===== src/rtl/flag_cond_if.sv =====
// Bundle between the EX/ID pipeline stages and the condition-flag unit.
interface flag_cond_if #(
  parameter int DW  = 16,
  parameter int OPW = 4
);
  logic           ex_valid;
  logic           ex_flush;
  logic           stall;
  logic [OPW-1:0] ex_opcode;
  logic [DW-1:0]  ex_result;
  logic           ex_ovfl;
  logic           id_is_br;
  logic [2:0]     id_cc;
  logic [2:0]     flags;
  logic           br_taken;

  modport master (
    output ex_valid, ex_flush, stall, ex_opcode, ex_result, ex_ovfl, id_is_br, id_cc,
    input  flags, br_taken
  );

  modport slave (
    input  ex_valid, ex_flush, stall, ex_opcode, ex_result, ex_ovfl, id_is_br, id_cc,
    output flags, br_taken
  );
endinterface


===== src/rtl/flag_cond_unit.sv =====
// N/Z/V flag register written by the EX stage, plus branch-condition evaluation for ID
// with same-cycle bypass of the EX flag write.
module flag_cond_unit #(
  parameter int DW  = 16,
  parameter int OPW = 4
) (
  input  logic         clk,
  input  logic         rst,
  flag_cond_if.slave   bus
);
  localparam logic [OPW-1:0] OP_ADD = OPW'(4'b0000);
  localparam logic [OPW-1:0] OP_SUB = OPW'(4'b0001);
  localparam logic [OPW-1:0] OP_XOR = OPW'(4'b0010);
  localparam logic [OPW-1:0] OP_RED = OPW'(4'b0011);
  localparam logic [OPW-1:0] OP_SLL = OPW'(4'b0100);
  localparam logic [OPW-1:0] OP_SRA = OPW'(4'b0101);
  localparam logic [OPW-1:0] OP_ROR = OPW'(4'b0110);

  logic [2:0] r_flags;
  logic       w_wr_nzv;
  logic       w_wr_z;
  logic       w_live;
  logic       w_we;
  logic       w_res_zero;
  logic [2:0] w_next;
  logic [2:0] w_eff;

  // Condition decode on {N,Z,V}.
  function automatic logic cond_eval(input logic [2:0] cc, input logic [2:0] f);
    logic n, z, v;
    n = f[2];
    z = f[1];
    v = f[0];
    case (cc)
      3'b000:  return ~z;
      3'b001:  return z;
      3'b010:  return ~z & ~n;
      3'b011:  return n;
      3'b100:  return z | ~n;
      3'b101:  return z | n;
      3'b110:  return v;
      3'b111:  return 1'b1;
      default: return 1'b0;
    endcase
  endfunction

  // Opcode flag classes; PADDSB and unlisted opcodes write nothing.
  always_comb begin
    w_wr_nzv = 1'b0;
    w_wr_z   = 1'b0;
    case (bus.ex_opcode)
      OP_ADD, OP_SUB:                         w_wr_nzv = 1'b1;
      OP_XOR, OP_RED, OP_SLL, OP_SRA, OP_ROR: w_wr_z   = 1'b1;
      default: begin
        w_wr_nzv = 1'b0;
        w_wr_z   = 1'b0;
      end
    endcase
  end

  assign w_res_zero = (bus.ex_result == {DW{1'b0}});
  assign w_live     = bus.ex_valid & ~bus.ex_flush;
  assign w_we       = w_live & ~bus.stall;

  // Candidate flags; unwritten fields keep the stored value.
  always_comb begin
    w_next[2] = w_wr_nzv ? bus.ex_result[DW-1] : r_flags[2];
    w_next[1] = (w_wr_nzv | w_wr_z) ? w_res_zero : r_flags[1];
    w_next[0] = w_wr_nzv ? bus.ex_ovfl : r_flags[0];
  end

  // The bypass ignores stall: the EX instruction is older than the ID branch.
  assign w_eff = w_live ? w_next : r_flags;

  // Flag register.
  always_ff @(posedge clk) begin
    if (rst) begin
      r_flags <= 3'b000;
    end else if (w_we) begin
      r_flags <= w_next;
    end else begin
      r_flags <= r_flags;
    end
  end

  assign bus.flags    = r_flags;
  assign bus.br_taken = bus.id_is_br & cond_eval(bus.id_cc, w_eff);
endmodule


===== src/flat_wrapper.sv =====
// flat-port wrapper written by rule: the top's interface ports become plain ports
module flag_cond_unit_flat 
#(
  parameter int DW  = 16,
  parameter int OPW = 4
)
  (clk, rst, bus_ex_valid, bus_ex_flush, bus_stall, bus_ex_opcode, bus_ex_result, bus_ex_ovfl, bus_id_is_br, bus_id_cc, bus_flags, bus_br_taken);
  flag_cond_if #(.DW(DW), .OPW(OPW)) bus_i ();
  input  logic clk;
  input  logic rst;
  input wire logic [$bits(bus_i.ex_valid)-1:0] bus_ex_valid;
  input wire logic [$bits(bus_i.ex_flush)-1:0] bus_ex_flush;
  input wire logic [$bits(bus_i.stall)-1:0] bus_stall;
  input wire logic [$bits(bus_i.ex_opcode)-1:0] bus_ex_opcode;
  input wire logic [$bits(bus_i.ex_result)-1:0] bus_ex_result;
  input wire logic [$bits(bus_i.ex_ovfl)-1:0] bus_ex_ovfl;
  input wire logic [$bits(bus_i.id_is_br)-1:0] bus_id_is_br;
  input wire logic [$bits(bus_i.id_cc)-1:0] bus_id_cc;
  output wire logic [$bits(bus_i.flags)-1:0] bus_flags;
  output wire logic [$bits(bus_i.br_taken)-1:0] bus_br_taken;
  assign bus_i.ex_valid = bus_ex_valid;
  assign bus_i.ex_flush = bus_ex_flush;
  assign bus_i.stall = bus_stall;
  assign bus_i.ex_opcode = bus_ex_opcode;
  assign bus_i.ex_result = bus_ex_result;
  assign bus_i.ex_ovfl = bus_ex_ovfl;
  assign bus_i.id_is_br = bus_id_is_br;
  assign bus_i.id_cc = bus_id_cc;
  assign bus_flags = bus_i.flags;
  assign bus_br_taken = bus_i.br_taken;
  flag_cond_unit #(.DW(DW), .OPW(OPW)) u_core (.clk(clk), .rst(rst), .bus(bus_i));
endmodule

===== config.mk =====
export PLATFORM = sky130hd
export DESIGN_NAME = flag_cond_unit_flat
export DESIGN_NICKNAME = d
export VERILOG_FILES = /design/src/rtl/flag_cond_if.sv /design/src/rtl/flag_cond_unit.sv /design/src/flat_wrapper.sv
export SDC_FILE = /design/constraint.sdc
export NUM_CORES = 1
export LEC_CHECK = 0
export CAP_MARGIN = 20
export CORE_AREA = 2 2 39 41
export CTS_CLUSTER_SIZE = 8
export DETAILED_ROUTE_END_ITERATION = 8
export DIE_AREA = 0 0 41 43
export PLACE_DENSITY = 0.72
export SYNTH_ARGS = -nofsm -noshare
export SYNTH_HDL_FRONTEND = slang
export SYNTH_SLANG_ARGS = --single-unit
export TNS_END_PERCENT = 100

===== constraint.sdc =====
create_clock -name clk -period 1.55 [get_ports clk]
set_input_delay 0.155 -clock clk [delete_from_list [all_inputs] [get_ports clk]]
set_output_delay 0.155 -clock clk [all_outputs]
set_load 0.02 [all_outputs]

# ---- Yosys cells after proc, flatten, opt, wreduce, memory -nomap -nowiden
# Cells that the tools add are included.
dict set report classes {
  n_reduce_logical 5
  mux 7
  n_bitwise 11
  eq_ne 13
}
# op count
set ops {}
lappend ops {{$logic_not 16->1} 1}
lappend ops {{$eq 3x3->1 const B} 4}
lappend ops {{$eq 4x3->1 const B} 3}
lappend ops {{$eq 4x2->1 const B} 2}
lappend ops {{$pmux 1 s8} 1}
lappend ops {{$eq 3x2->1 const B} 2}
lappend ops {{$mux 1} 5}
lappend ops {{$reduce_or 5->1} 1}
lappend ops {{$and 1x1->1} 4}
lappend ops {{$eq 4x1->1 const B} 1}
lappend ops {{$logic_not 4->1} 1}
lappend ops {{$not 1->1} 4}
lappend ops {{$eq 3x1->1 const B} 1}
lappend ops {{$logic_not 3->1} 1}
lappend ops {{$mux 3} 1}
lappend ops {{$or 1x1->1} 3}
lappend ops {{$reduce_or 2->1} 1}
dict set report totals {
  in_bits 30
  word_cells 37
  register_bits 3
}

# ---- Depth between registers and ports, before layout
dict set report logic_depth {
  depth_word 10
  depth_mapped 5
}

# ---- Worst setup path before layout
# Ideal clock, no wire load.
dict set report synth_path {
  path_type {register to output}
  from {register u_core.r_flags[2] (netlist: u_core.bus.flags[2])}
  to {output bus_br_taken}
  required_time_ns 1.395
  n_path_buf 0
  t_arrival_ns 1.449
  stages_incl_launch_ff 5
  slack_ns -0.054
  path_cell_list {dfxtp_1 > a21bo_2 > a211o_1 > o32a_1 > a21o_1}
}
dict set report synth_between {
  elab_chain_cells 6
}
# element line
set synth_rtl {}
lappend synth_rtl {{start: declaration} flag_cond_unit.sv:19} ;# logic [2:0] r_flags;
lappend synth_rtl {{start signal: assignment} flag_cond_unit.sv:80} ;# r_flags <= w_next;
lappend synth_rtl {{start signal: assignment} flag_cond_unit.sv:82} ;# r_flags <= r_flags;
lappend synth_rtl {{$mux 1} flag_cond_unit.sv:67} ;# w_next[2] = w_wr_nzv ? bus.ex_result[DW-1] : r_flags[2];
lappend synth_rtl {{$mux 3 *} flag_cond_unit.sv:73} ;# assign w_eff = w_live ? w_next : r_flags;
lappend synth_rtl {{$not 1->1} {flag_cond_unit.sv:37, flag_cond_unit.sv:39}}
lappend synth_rtl {{$or 1x1->1 or $and 1x1->1 (tied branches)} {flag_cond_unit.sv:39, flag_cond_unit.sv:37}}
lappend synth_rtl {{$pmux 1 s8 *} flag_cond_unit.sv:34} ;# case (cc)
lappend synth_rtl {{$and 1x1->1 *} flag_cond_unit.sv:87} ;# assign bus.br_taken = bus.id_is_br & cond_eval(bus.id_cc, w_eff);
lappend synth_rtl {{end: declaration} flat_wrapper.sv:20} ;# output wire logic [$bits(bus_i.br_taken)-1:0] bus_br_taken;
# Mark *: on every way between the ends. The rest lies on a longest branch, timed or not.

# ---- Worst setup path after layout
dict set report layout_path {
  from {input bus_ex_opcode[0]}
  to {output bus_br_taken}
}
dict set report layout_between {
  elab_chain_cells 10
}
# element line
set layout_rtl {}
lappend layout_rtl {{start: declaration} flat_wrapper.sv:14} ;# input wire logic [$bits(bus_i.ex_opcode)-1:0] bus_ex_opcode;
lappend layout_rtl {{$eq 4x2->1, or another cell as far along} flag_cond_unit.sv:51} ;# case (bus.ex_opcode)
lappend layout_rtl {{$reduce_or 5->1 or $reduce_or 2->1 (tied branches)} flag_cond_unit.sv:51}
lappend layout_rtl {{$mux 1} flag_cond_unit.sv:51}
lappend layout_rtl {{$or 1x1->1} flag_cond_unit.sv:68} ;# w_next[1] = (w_wr_nzv | w_wr_z) ? w_res_zero : r_flags[1];
lappend layout_rtl {{$mux 1} flag_cond_unit.sv:68}
lappend layout_rtl {{$mux 3 *} flag_cond_unit.sv:73}
lappend layout_rtl {{$not 1->1} {flag_cond_unit.sv:35, flag_cond_unit.sv:37}}
lappend layout_rtl {{$and 1x1->1} flag_cond_unit.sv:37} ;# 3'b010: return ~z & ~n;
lappend layout_rtl {{$pmux 1 s8 *} flag_cond_unit.sv:34}
lappend layout_rtl {{$and 1x1->1 *} flag_cond_unit.sv:87}
# Marked as above.

==> impl_metrics.csv <==
group,metric,value,unit
outcome,status,"complete, but fails checks",
outcome,violations,"setup timing",
final_layout,nets,129,
yosys,ys_top_cells_by_area,"dfxtp_1, nor4_1, nand2_1",
worst_hold_path,worstHoldPathType,"in2reg",
worst_setup_path,cp_slowest_cell,"clkdlybuf4s50_1",
yosys,ys_types,25,
global_routing,grt_max_degree,7,
final_layout,antenna_cells,0,
yosys,avgSynthCellArea,7.54,um2
timing,setup_ws,-241,ps
yosys,ys_async_sr_fraction,0,%
yosys,synth_top_area_share,17.7,%
clock_network,cts.htree.levels,1,
worst_setup_path,crit_arrival,1640,ps
yosys,syn-num-nets,75,
place,dp_cells,104,
yosys,synth_xor_area_share,0,%
timing,slew_viol_final,0,
final_layout,layout-drive-gt1-share,53.1,%
drt,wirelength,1.40,mm
timing,max_freq,558,MHz
clock_network,postCtsHoldBufs,0,
die,io_pins,34,
drt,firstDrtPassIters,4,
timing,tns,-241,ps
place,gp_congestion,0.777,
yosys,post-synth-top-count-cell,"nand2_1",
global_routing,antenna_found_initial,0,
final_layout,largest_register_ffs,3,
drt,wl_per_cell,12.3,um
die,chipHeight,43,um
die,coreArea,1380,um2
global_routing,grt_pass1_wl,2.04,mm
die,initial_core_util,24.5,%
timing,worst_pin_slew,257,ps
clock_network,clk_latency,230,ps
worst_setup_path,critPathCaptureType,"primary output",
power_and_ir_drop,p_leak,0.370,nW
worst_setup_path,max_stage_delay,500,ps
power_and_ir_drop,ir_drop,0.448,mV
global_routing,overflow,0,
clock_network,cts_tree,"done",
yosys,syn-instance-count,45,
yosys,yosysWarnings,0,
yosys,synth_ff_type,"dfxtp_1",
drt,drtIter0Drc,5,
global_routing,first_global_vias,555,
worst_setup_path,worstPathCellList,"clkdlybuf4s50_1 > nand3_4 > nand2_4 > buf_4 > nor2_1 > o32a_1 > a21o_1 > buf_6",
timing,holdWs,380,ps
clock_network,clk_pin_slew_worst_paths,40,ps
yosys,synthMuxAreaShare,3.32,%
yosys,yosysTopAreaCell,"dfxtp_1",
drt,postRouteAntennaNets,0,
worst_setup_path,worstPathRequired,1390,ps
clock_network,clkSinkCount,3,
clock_network,cts-buffers-inserted,3,
drt,drc_errors,0,
die,die_w,41,um
worst_setup_path,crit_fanout,4,
timing,rsz0062_at_grt,"true",
worst_setup_path,crit_path_start_kind,"input pin",
yosys,synth_top_family_by_area,"compound AO/OA/AOI/OAI gates",
final_layout,fin_cells,114,
timing,relSlewSlack,82.8,%
worst_setup_path,critPathKind,"in2out",
yosys,synth-edff-count,0,
global_routing,grt_usage,16.3,%
power_and_ir_drop,powerDensity,389,nW/um2
yosys,synth_seq_cells,3,
place,hpwl,1.00,mm
yosys,synth-compound-area-share,39.9,%
run,cap_violations,0,
timing,hold_violations,0,
yosys,synth_fa_ha_area_share,0,%
yosys,seq_area_frac_synth,17.7,%
timing,fin_worst_skew,0,ps
yosys,syn-cell-area,339,um2
place,port_buffers,33,
timing,period_share,116,%
drt,vias,586,
yosys,synthTopCellsByCount,"nand2_1, a21oi_1, nor4_1",
die,rows,14,
final_layout,syn_to_final_growth,158,%
timing,finalCriticalPeriod,1790,ps
timing,finalSetupViolations,1,
yosys,yosys.area_share.simple,36.9,%
drt,viasPerCell,5.14,
die,die_area,1760,um2
clock_network,clockBufferDepth,2,
clock_network,root_buffer,"clkbuf_4",
logic make-up (layout without fill, tap and decap cells):
family	after synthesis	in the layout
muxes	1	1
and+or+nand+nor	21	21
buffers and inverters	2	55
AOI/OAI and AO/OA	18	18
DFF	3	3
final timing paths:
kind,slack [ps],to,depth (start not counted),startpoint
worst max-delay path,-240,bus_br_taken,8,bus_ex_opcode[0]
worst min-delay path,380,u_core.bus.flags[1]$_SDFFE_PP0P_,5,bus_ex_result[10]
worst min register to register,600,u_core.bus.flags[1]$_SDFFE_PP0P_,3,u_core.bus.flags[1]$_SDFFE_PP0P_
worst max register to register,840,u_core.bus.flags[0]$_SDFFE_PP0P_,3,u_core.bus.flags[0]$_SDFFE_PP0P_
timing repair:
item,in CTS,in global routing
resized for setup,46,35
setup endpoints to repair,1,1
setup buffers,4,2
pin swaps,15,15
critical path: cells and delay by family:
family | cells | cell delay (ps)
buf+inv | 3 | 750
compound gates | 2 | 490
simple gates | 3 | 230
power breakdown:
group          internal [mW]  switching [mW]
Combinational         0.0745          0.0528
Clock                 0.0963          0.0381
Sequential            0.0780        0.000194
layout by cell type (no fill, tap or decap), types with 2 or more instances in the layout:
master | Yosys | final
buf_4 | 0 | 14
clkbuf_2 | 0 | 11
dlygate4sd2_1 | 0 | 8
clkdlybuf4s50_1 | 0 | 8
nand2_1 | 6 | 5
nor4_2 | 0 | 4
a21oi_1 | 4 | 4
o21ai_0 | 3 | 3
clkbuf_4 | 0 | 3
clkdlybuf4s15_1 | 0 | 3
buf_6 | 0 | 3
nor2_1 | 3 | 2
inv_1 | 2 | 2
or3_1 | 3 | 2
buf_2 | 0 | 2
dfxtp_1 | 3 | 2
area by class of cell:
class,count,area [um2]
clock buffers,4,26.3
inverters,2,7.51
flip-flops and latches,3,61.3
fillers,131,509
well taps,16,20.0
repair buffers,49,384
multi-input cells,40,375
metrics by stage:
stage / util (%) / total power [mW] / area, um2 / worst slack (ps)
6_report: 63.2 / 0.340 / 875 / -241
4_1_cts: 59.9 / 0.334 / 830 / -271
3_5_place_dp: 55.3 / 0.204 / 766 / -953
5_1_grt: 63.2 / 0.362 / 875 / -299
2_1_floorplan: - / 0.104 / 340 / 16.2
3_3_place_gp: 55.3 / 0.203 / 766 / -927
routing by layer:
layer | GRT usage (%) | wire length, um | up-vias
li1 | - | - | 289
met1 | 18.8 | 538 | 265
met2 | 26.9 | 727 | 28
met3 | 5.24 | 99 | 4
met4 | 5.33 | 36 | 0
met5 | 0 | 0 | -
No activity file was read; power rests on OpenSTA's default activity.
